File: config.mk
export PLATFORM = sky130hd
export DESIGN_NAME = clock_time_counter
export DESIGN_NICKNAME = d
export VERILOG_FILES = /design/src/rtl/clock_time_counter.sv
export SDC_FILE = /design/constraint.sdc
export NUM_CORES = 1
export LEC_CHECK = 0
export BUFFER_PORTS_ARGS = -buffer_cell sky130_fd_sc_hd__clkbuf_2
export CORE_MARGIN = 2
export CORE_UTILIZATION = 55
export DETAILED_ROUTE_END_ITERATION = 6
export MAX_ROUTING_LAYER = met4
export PLACE_DENSITY_LB_ADDON = 0.12
export SLEW_MARGIN = 20
export SYNTH_ARGS = -nofsm -noshare
export SYNTH_HDL_FRONTEND = slang
export SYNTH_SLANG_ARGS = --single-unit
File: constraint.sdc
create_clock -name clk -period 3.09 [get_ports clk]
set_clock_uncertainty 0.1 [all_clocks]
set_input_delay 0.618 -clock clk [delete_from_list [all_inputs] [get_ports clk]]
set_output_delay 0.618 -clock clk [all_outputs]
set_load 0.02 [all_outputs]
File: src/rtl/clock_time_counter.sv
// 24-hour BCD timekeeper with a 1 Hz prescaler. Setup mode freezes time and lets
// two debounced-by-edge buttons select and bump the HH:MM digits.
module clock_time_counter #(
  parameter int CLK_HZ = 50_000_000
) (
  input  logic       clk,
  input  logic       rst_n,
  input  logic [1:0] mode,
  input  logic       btn_next,
  input  logic       btn_inc,
  output logic [3:0] secondsLower,
  output logic [2:0] secondsUpper,
  output logic [3:0] minutesLower,
  output logic [2:0] minutesUpper,
  output logic [3:0] hoursLower,
  output logic [1:0] hoursUpper,
  output logic [1:0] location,
  output logic       tick_1hz
);

  localparam int PW = (CLK_HZ > 1) ? $clog2(CLK_HZ) : 1;
  localparam logic [PW-1:0] PRESC_MAX = PW'(CLK_HZ - 1);

  logic [PW-1:0] presc_q, presc_d;
  logic          tick_q, tick_d;
  logic [3:0]    sl_q, sl_d, ml_q, ml_d, hl_q, hl_d;
  logic [2:0]    su_q, su_d, mu_q, mu_d;
  logic [1:0]    hu_q, hu_d, loc_q, loc_d;
  logic          setup_prev_q, setup_prev_d;
  logic [1:0]    nxt_sync_q, nxt_sync_d, inc_sync_q, inc_sync_d, warm_q, warm_d;
  logic          nxt_prev_q, nxt_prev_d, inc_prev_q, inc_prev_d;
  logic          nxt_arm_q, nxt_arm_d, inc_arm_q, inc_arm_d;
  logic          setup_s, nxt_rise_s, inc_rise_s;

  assign setup_s    = (mode == 2'b00);
  assign nxt_rise_s = nxt_sync_q[1] & ~nxt_prev_q & nxt_arm_q;
  assign inc_rise_s = inc_sync_q[1] & ~inc_prev_q & inc_arm_q;

  // Next-state logic: button edge detection, prescaler, time cascade and setup edits
  always_comb begin
    presc_d      = presc_q;
    tick_d       = 1'b0;
    sl_d         = sl_q;
    su_d         = su_q;
    ml_d         = ml_q;
    mu_d         = mu_q;
    hl_d         = hl_q;
    hu_d         = hu_q;
    loc_d        = loc_q;
    setup_prev_d = setup_s;
    nxt_sync_d   = {nxt_sync_q[0], btn_next};
    inc_sync_d   = {inc_sync_q[0], btn_inc};
    nxt_prev_d   = nxt_sync_q[1];
    inc_prev_d   = inc_sync_q[1];
    warm_d       = {warm_q[0], 1'b1};
    // A button still held when reset releases must be seen low before it can act.
    nxt_arm_d    = nxt_arm_q | (warm_q[1] & ~nxt_sync_q[1]);
    inc_arm_d    = inc_arm_q | (warm_q[1] & ~inc_sync_q[1]);

    if (setup_s) begin
      presc_d = '0;
      if (!setup_prev_q) begin
        sl_d  = 4'd0;
        su_d  = 3'd0;
        loc_d = 2'd0;
      end else begin
        if (inc_rise_s) begin
          case (loc_q)
            2'd0: begin
              if (hu_q == 2'd2) begin
                hu_d = 2'd0;
              end else begin
                hu_d = hu_q + 2'd1;
                if ((hu_q == 2'd1) && (hl_q > 4'd3)) hl_d = 4'd3;
                else                                  hl_d = hl_q;
              end
            end
            2'd1: begin
              if (((hu_q == 2'd2) && (hl_q == 4'd3)) || (hl_q == 4'd9)) hl_d = 4'd0;
              else                                                       hl_d = hl_q + 4'd1;
            end
            2'd2: begin
              if (mu_q == 3'd5) mu_d = 3'd0;
              else              mu_d = mu_q + 3'd1;
            end
            2'd3: begin
              if (ml_q == 4'd9) ml_d = 4'd0;
              else              ml_d = ml_q + 4'd1;
            end
            default: hu_d = hu_q;
          endcase
        end else begin
          hu_d = hu_q;
        end
        if (nxt_rise_s) loc_d = loc_q + 2'd1;
        else            loc_d = loc_q;
      end
    end else begin
      if (presc_q == PRESC_MAX) begin
        presc_d = '0;
        tick_d  = 1'b1;
        if (sl_q == 4'd9) begin
          sl_d = 4'd0;
          if (su_q == 3'd5) begin
            su_d = 3'd0;
            if (ml_q == 4'd9) begin
              ml_d = 4'd0;
              if (mu_q == 3'd5) begin
                mu_d = 3'd0;
                if ((hu_q == 2'd2) && (hl_q == 4'd3)) begin
                  hu_d = 2'd0;
                  hl_d = 4'd0;
                end else if (hl_q == 4'd9) begin
                  hl_d = 4'd0;
                  hu_d = hu_q + 2'd1;
                end else begin
                  hl_d = hl_q + 4'd1;
                end
              end else begin
                mu_d = mu_q + 3'd1;
              end
            end else begin
              ml_d = ml_q + 4'd1;
            end
          end else begin
            su_d = su_q + 3'd1;
          end
        end else begin
          sl_d = sl_q + 4'd1;
        end
      end else begin
        presc_d = presc_q + PW'(1);
      end
    end
  end

  // State registers
  always_ff @(posedge clk or negedge rst_n) begin
    if (!rst_n) begin
      presc_q      <= '0;
      tick_q       <= 1'b0;
      sl_q         <= 4'd0;
      su_q         <= 3'd0;
      ml_q         <= 4'd0;
      mu_q         <= 3'd0;
      hl_q         <= 4'd0;
      hu_q         <= 2'd0;
      loc_q        <= 2'd0;
      setup_prev_q <= 1'b0;
      nxt_sync_q   <= 2'b00;
      inc_sync_q   <= 2'b00;
      nxt_prev_q   <= 1'b0;
      inc_prev_q   <= 1'b0;
      warm_q       <= 2'b00;
      nxt_arm_q    <= 1'b0;
      inc_arm_q    <= 1'b0;
    end else begin
      presc_q      <= presc_d;
      tick_q       <= tick_d;
      sl_q         <= sl_d;
      su_q         <= su_d;
      ml_q         <= ml_d;
      mu_q         <= mu_d;
      hl_q         <= hl_d;
      hu_q         <= hu_d;
      loc_q        <= loc_d;
      setup_prev_q <= setup_prev_d;
      nxt_sync_q   <= nxt_sync_d;
      inc_sync_q   <= inc_sync_d;
      nxt_prev_q   <= nxt_prev_d;
      inc_prev_q   <= inc_prev_d;
      warm_q       <= warm_d;
      nxt_arm_q    <= nxt_arm_d;
      inc_arm_q    <= inc_arm_d;
    end
  end

  assign secondsLower = sl_q;
  assign secondsUpper = su_q;
  assign minutesLower = ml_q;
  assign minutesUpper = mu_q;
  assign hoursLower   = hl_q;
  assign hoursUpper   = hu_q;
  assign location     = loc_q;
  assign tick_1hz     = tick_q;

endmodule

==> flow_summary_export.csv <==
group,metric,value,unit
synthesis,synth.avg_cell_area,10.1,um2
power,p_leak,1.51,nW
detailed_routing,drt_wl_total,6.09,mm
setup_path,start_kind,"flip-flop",
setup_path,path_buf_inv,0,
clock_tree,htreeDepth,3,
timing,relSlewSlack,0.502,
timing,tightest_slew,0.747,ns
global_routing,grt_pass1_wl,10.3,mm
synthesis,synth.top_cell.area_share,0.491,
floorplanning,core_area,0.00544,mm2
detailed_routing,drc,0,
finish,multi_input_area,0.00146,mm2
power,ir_worst_vdd,0.318,mV
setup_path,worstPathMaxFanout,3,
clock_tree,tritoncts,"done",
finish,nets,358,
global_routing,globalRouteTotalUtil,0.227,
clock_tree,cts_buffers,9,
timing,setup_viol,0,
global_routing,grt_pass1_vias,2286,
setup_path,cp.arrival,2.91,ns
setup_path,worst-setup-path-type,"reg -> reg",
setup_path,critical_path_required,3.22,ns
finish,drive_gt1_frac,0.190,
synthesis,ys_top_cells_by_count,"dfrtp_1, nor2_1, nand2_1, o21ai_0, xnor2_1",
synthesis,ys_ff_latch,60,
synthesis,synth_edf_count,0,
placed_design,dpl.cell_count,404,
timing,finalSetupTns,0,ns
timing,hold_viol_final,0,
detailed_routing,vias,2326,
global_routing,grt-ovfl-total,0,
synthesis,synthCells,304,
finish,final_cells,420,
placed_design,dpl.hpwl,4.09,mm
clock_tree,cts_setup_buffers,0,
synthesis,yosys.cell_types.count,48,
finish,areaGrowthSynthToFinish,15.2,%
synthesis,ys.flop_type,"dfrtp_1",
clock_tree,cts.sinks,60,
setup_path,slowest_stage,"or4_4",
clock_tree,cts_resized,0,
finish,ff_latch_area,0.00150,mm2
synthesis,yosysMostFrequentCell,"dfrtp_1",
detailed_routing,dr.pass1.iters,4,
synthesis,async_reset_ff_frac,1.00,
timing,period_minus_slack,2.78,ns
synthesis,synth_top_cell_by_area,"dfrtp_1",
timing,finalMaxSlewViolations,0,
setup_path,cp_cell_sequence,"or4_4, or4_4, or4_4, a211oi_4, mux2_4",
finish,fillers,452,
floorplanning,chipHeight,78.6,um
placed_design,numPortBuffers,28,
timing,whs,0.247,ns
clock_tree,cts_buffer_depth,2,
placed_design,place_congestion,0.823,
job,drv_cap,0,
timing,fin_crit_sh,0.899,
synthesis,yosys-top-cells-area,"dfrtp_1, xnor2_1, nor2_1",
clock_tree,cts_root_buf,"clkbuf_8",
synthesis,yosys_warnings,0,
timing,max_clock_freq,360,MHz
synthesis,synthesis.nets,319,
floorplanning,row_count,27,
setup_path,path_common_cell,"or4_4",
clock_tree,cts.reportedPaths.clkPinSlew,0.07,ns
detailed_routing,antenna_left,0,
finish,antenna_cells,0,
power,powerDensity,540,mW/mm2
global_routing,grt_max_degree,61,
floorplanning,initial_core_util,0.562,
detailed_routing,dr.first_iter.drc_count,105,
hold_path,hold_class,"reg -> reg",
clock_tree,clk_latency,0.34,ns
detailed_routing,via_per_inst,5.54,
setup_path,crit_path_end_kind,"flip-flop",
synthesis,netlist_area,0.00306,mm2
detailed_routing,wl_per_cell,14.5,um
status,status,"finished, final reports clean",
timing,rsz0062_at_grt,"no",
floorplanning,pin_count,29,
setup_path,slowest_delay,0.55,ns
floorplanning,die_w,78.6,um
synthesis,ys_seq_area_frac,0.491,
clock_tree,hold_buffers,0,
setup_path,cp_top_family,"simple AND/OR/NAND/NOR gates",
floorplanning,die_area,0.00617,mm2
global_routing,antenna_found_initial,0,
setup_path,r2r_slack,0.31,ns
==> where the power goes <==
group	internal, mW	switching (mW)
Sequential	0.840	0.0634
Combinational	0.0878	0.130
Clock	0.472	0.308
==> flip-flops by register name, indices dropped and copies added, names as in the netlist, 2 cells and up <==
register / cells
hoursLower: 4
hoursUpper: 2
inc_sync_q: 2
location: 2
minutesLower: 4
minutesUpper: 3
nxt_sync_q: 2
presc_q: 26
secondsLower: 4
secondsUpper: 3
warm_q: 2
==> cells by family after synthesis <==
kind of cell / after synthesis / share of synthesized area
compound gates: 48 / 0.0994
buf+inv: 24 / 0.0319
simple gates: 132 / 0.246
mux: 7 / 0.0274
fa+ha+maj: 9 / 0.0368
other cells: 1 / 0.00123
xor+xnor: 23 / 0.0659
flops: 60 / 0.491
==> layout by cell type (no fill, tap or decap), types with 2 or more instances in the layout <==
cell type	netlist	final
mux2i_1	2	2
xor2_1	6	6
o21ai_0	17	17
mux2_2	3	3
nand2b_1	3	3
inv_1	16	16
nor4_1	10	10
nand2_1	17	17
xnor2_1	17	17
nand4_1	8	8
nand3_1	6	6
o21ai_1	2	2
mux2_4	2	2
dfrtp_1	60	60
clkbuf_2	0	28
nand3b_1	4	4
ha_1	9	9
or4_1	4	4
nand4bb_1	3	3
clkinv_2	0	3
o31ai_1	7	7
buf_4	0	7
and3_1	3	3
nor3_1	10	10
nor2_1	35	35
or3_1	6	6
a21o_1	2	2
or4_4	4	4
or2_2	4	4
bufinv_16	0	2
clkbuf_8	0	10
nand4b_1	2	2
nor2b_1	7	7
a21oi_1	11	11
==> through the flow <==
stage          utilization  setup WS, ns  total power, mW  cell area (um2)
2_1_floorplan            -         0.388             1.05             3060
3_3_place_gp         0.608         0.348             1.13             3310
3_5_place_dp         0.608         0.317             1.14             3310
4_1_cts              0.648         0.305             1.93             3520
5_1_grt              0.648         0.232             2.00             3520
6_report             0.648         0.311             1.90             3520
==> final timing paths <==
check | startpoint | to | cells past startpoint
worst max-delay path | presc_q[16] | minutesUpper[2] | 5
worst min-delay path | nxt_sync_q[0] | nxt_sync_q[1] | 0
worst max register to register | presc_q[16] | minutesUpper[2] | 5
worst min register to register | nxt_sync_q[0] | nxt_sync_q[1] | 0
max in group asynchronous | rst_n | presc_q[2] | 2
min in group asynchronous | rst_n | secondsLower[0] | 2
==> per-layer routing <==
layer  share of wire  track usage
met1            0.47        0.274
met3           0.042       0.0701
met4           0.019       0.0930
met2            0.47        0.356
met5               0            -
==> final cells by class <==
type | count | area share
clock inverter | 5 | 0.0213
multi-input combinational | 220 | 0.414
clock buffer | 11 | 0.0401
tap | 72 | 0.0256
inverter | 17 | 0.0181
sequential | 60 | 0.426
timing repair buffer | 35 | 0.0547
Power figures use the tool's default switching activity.
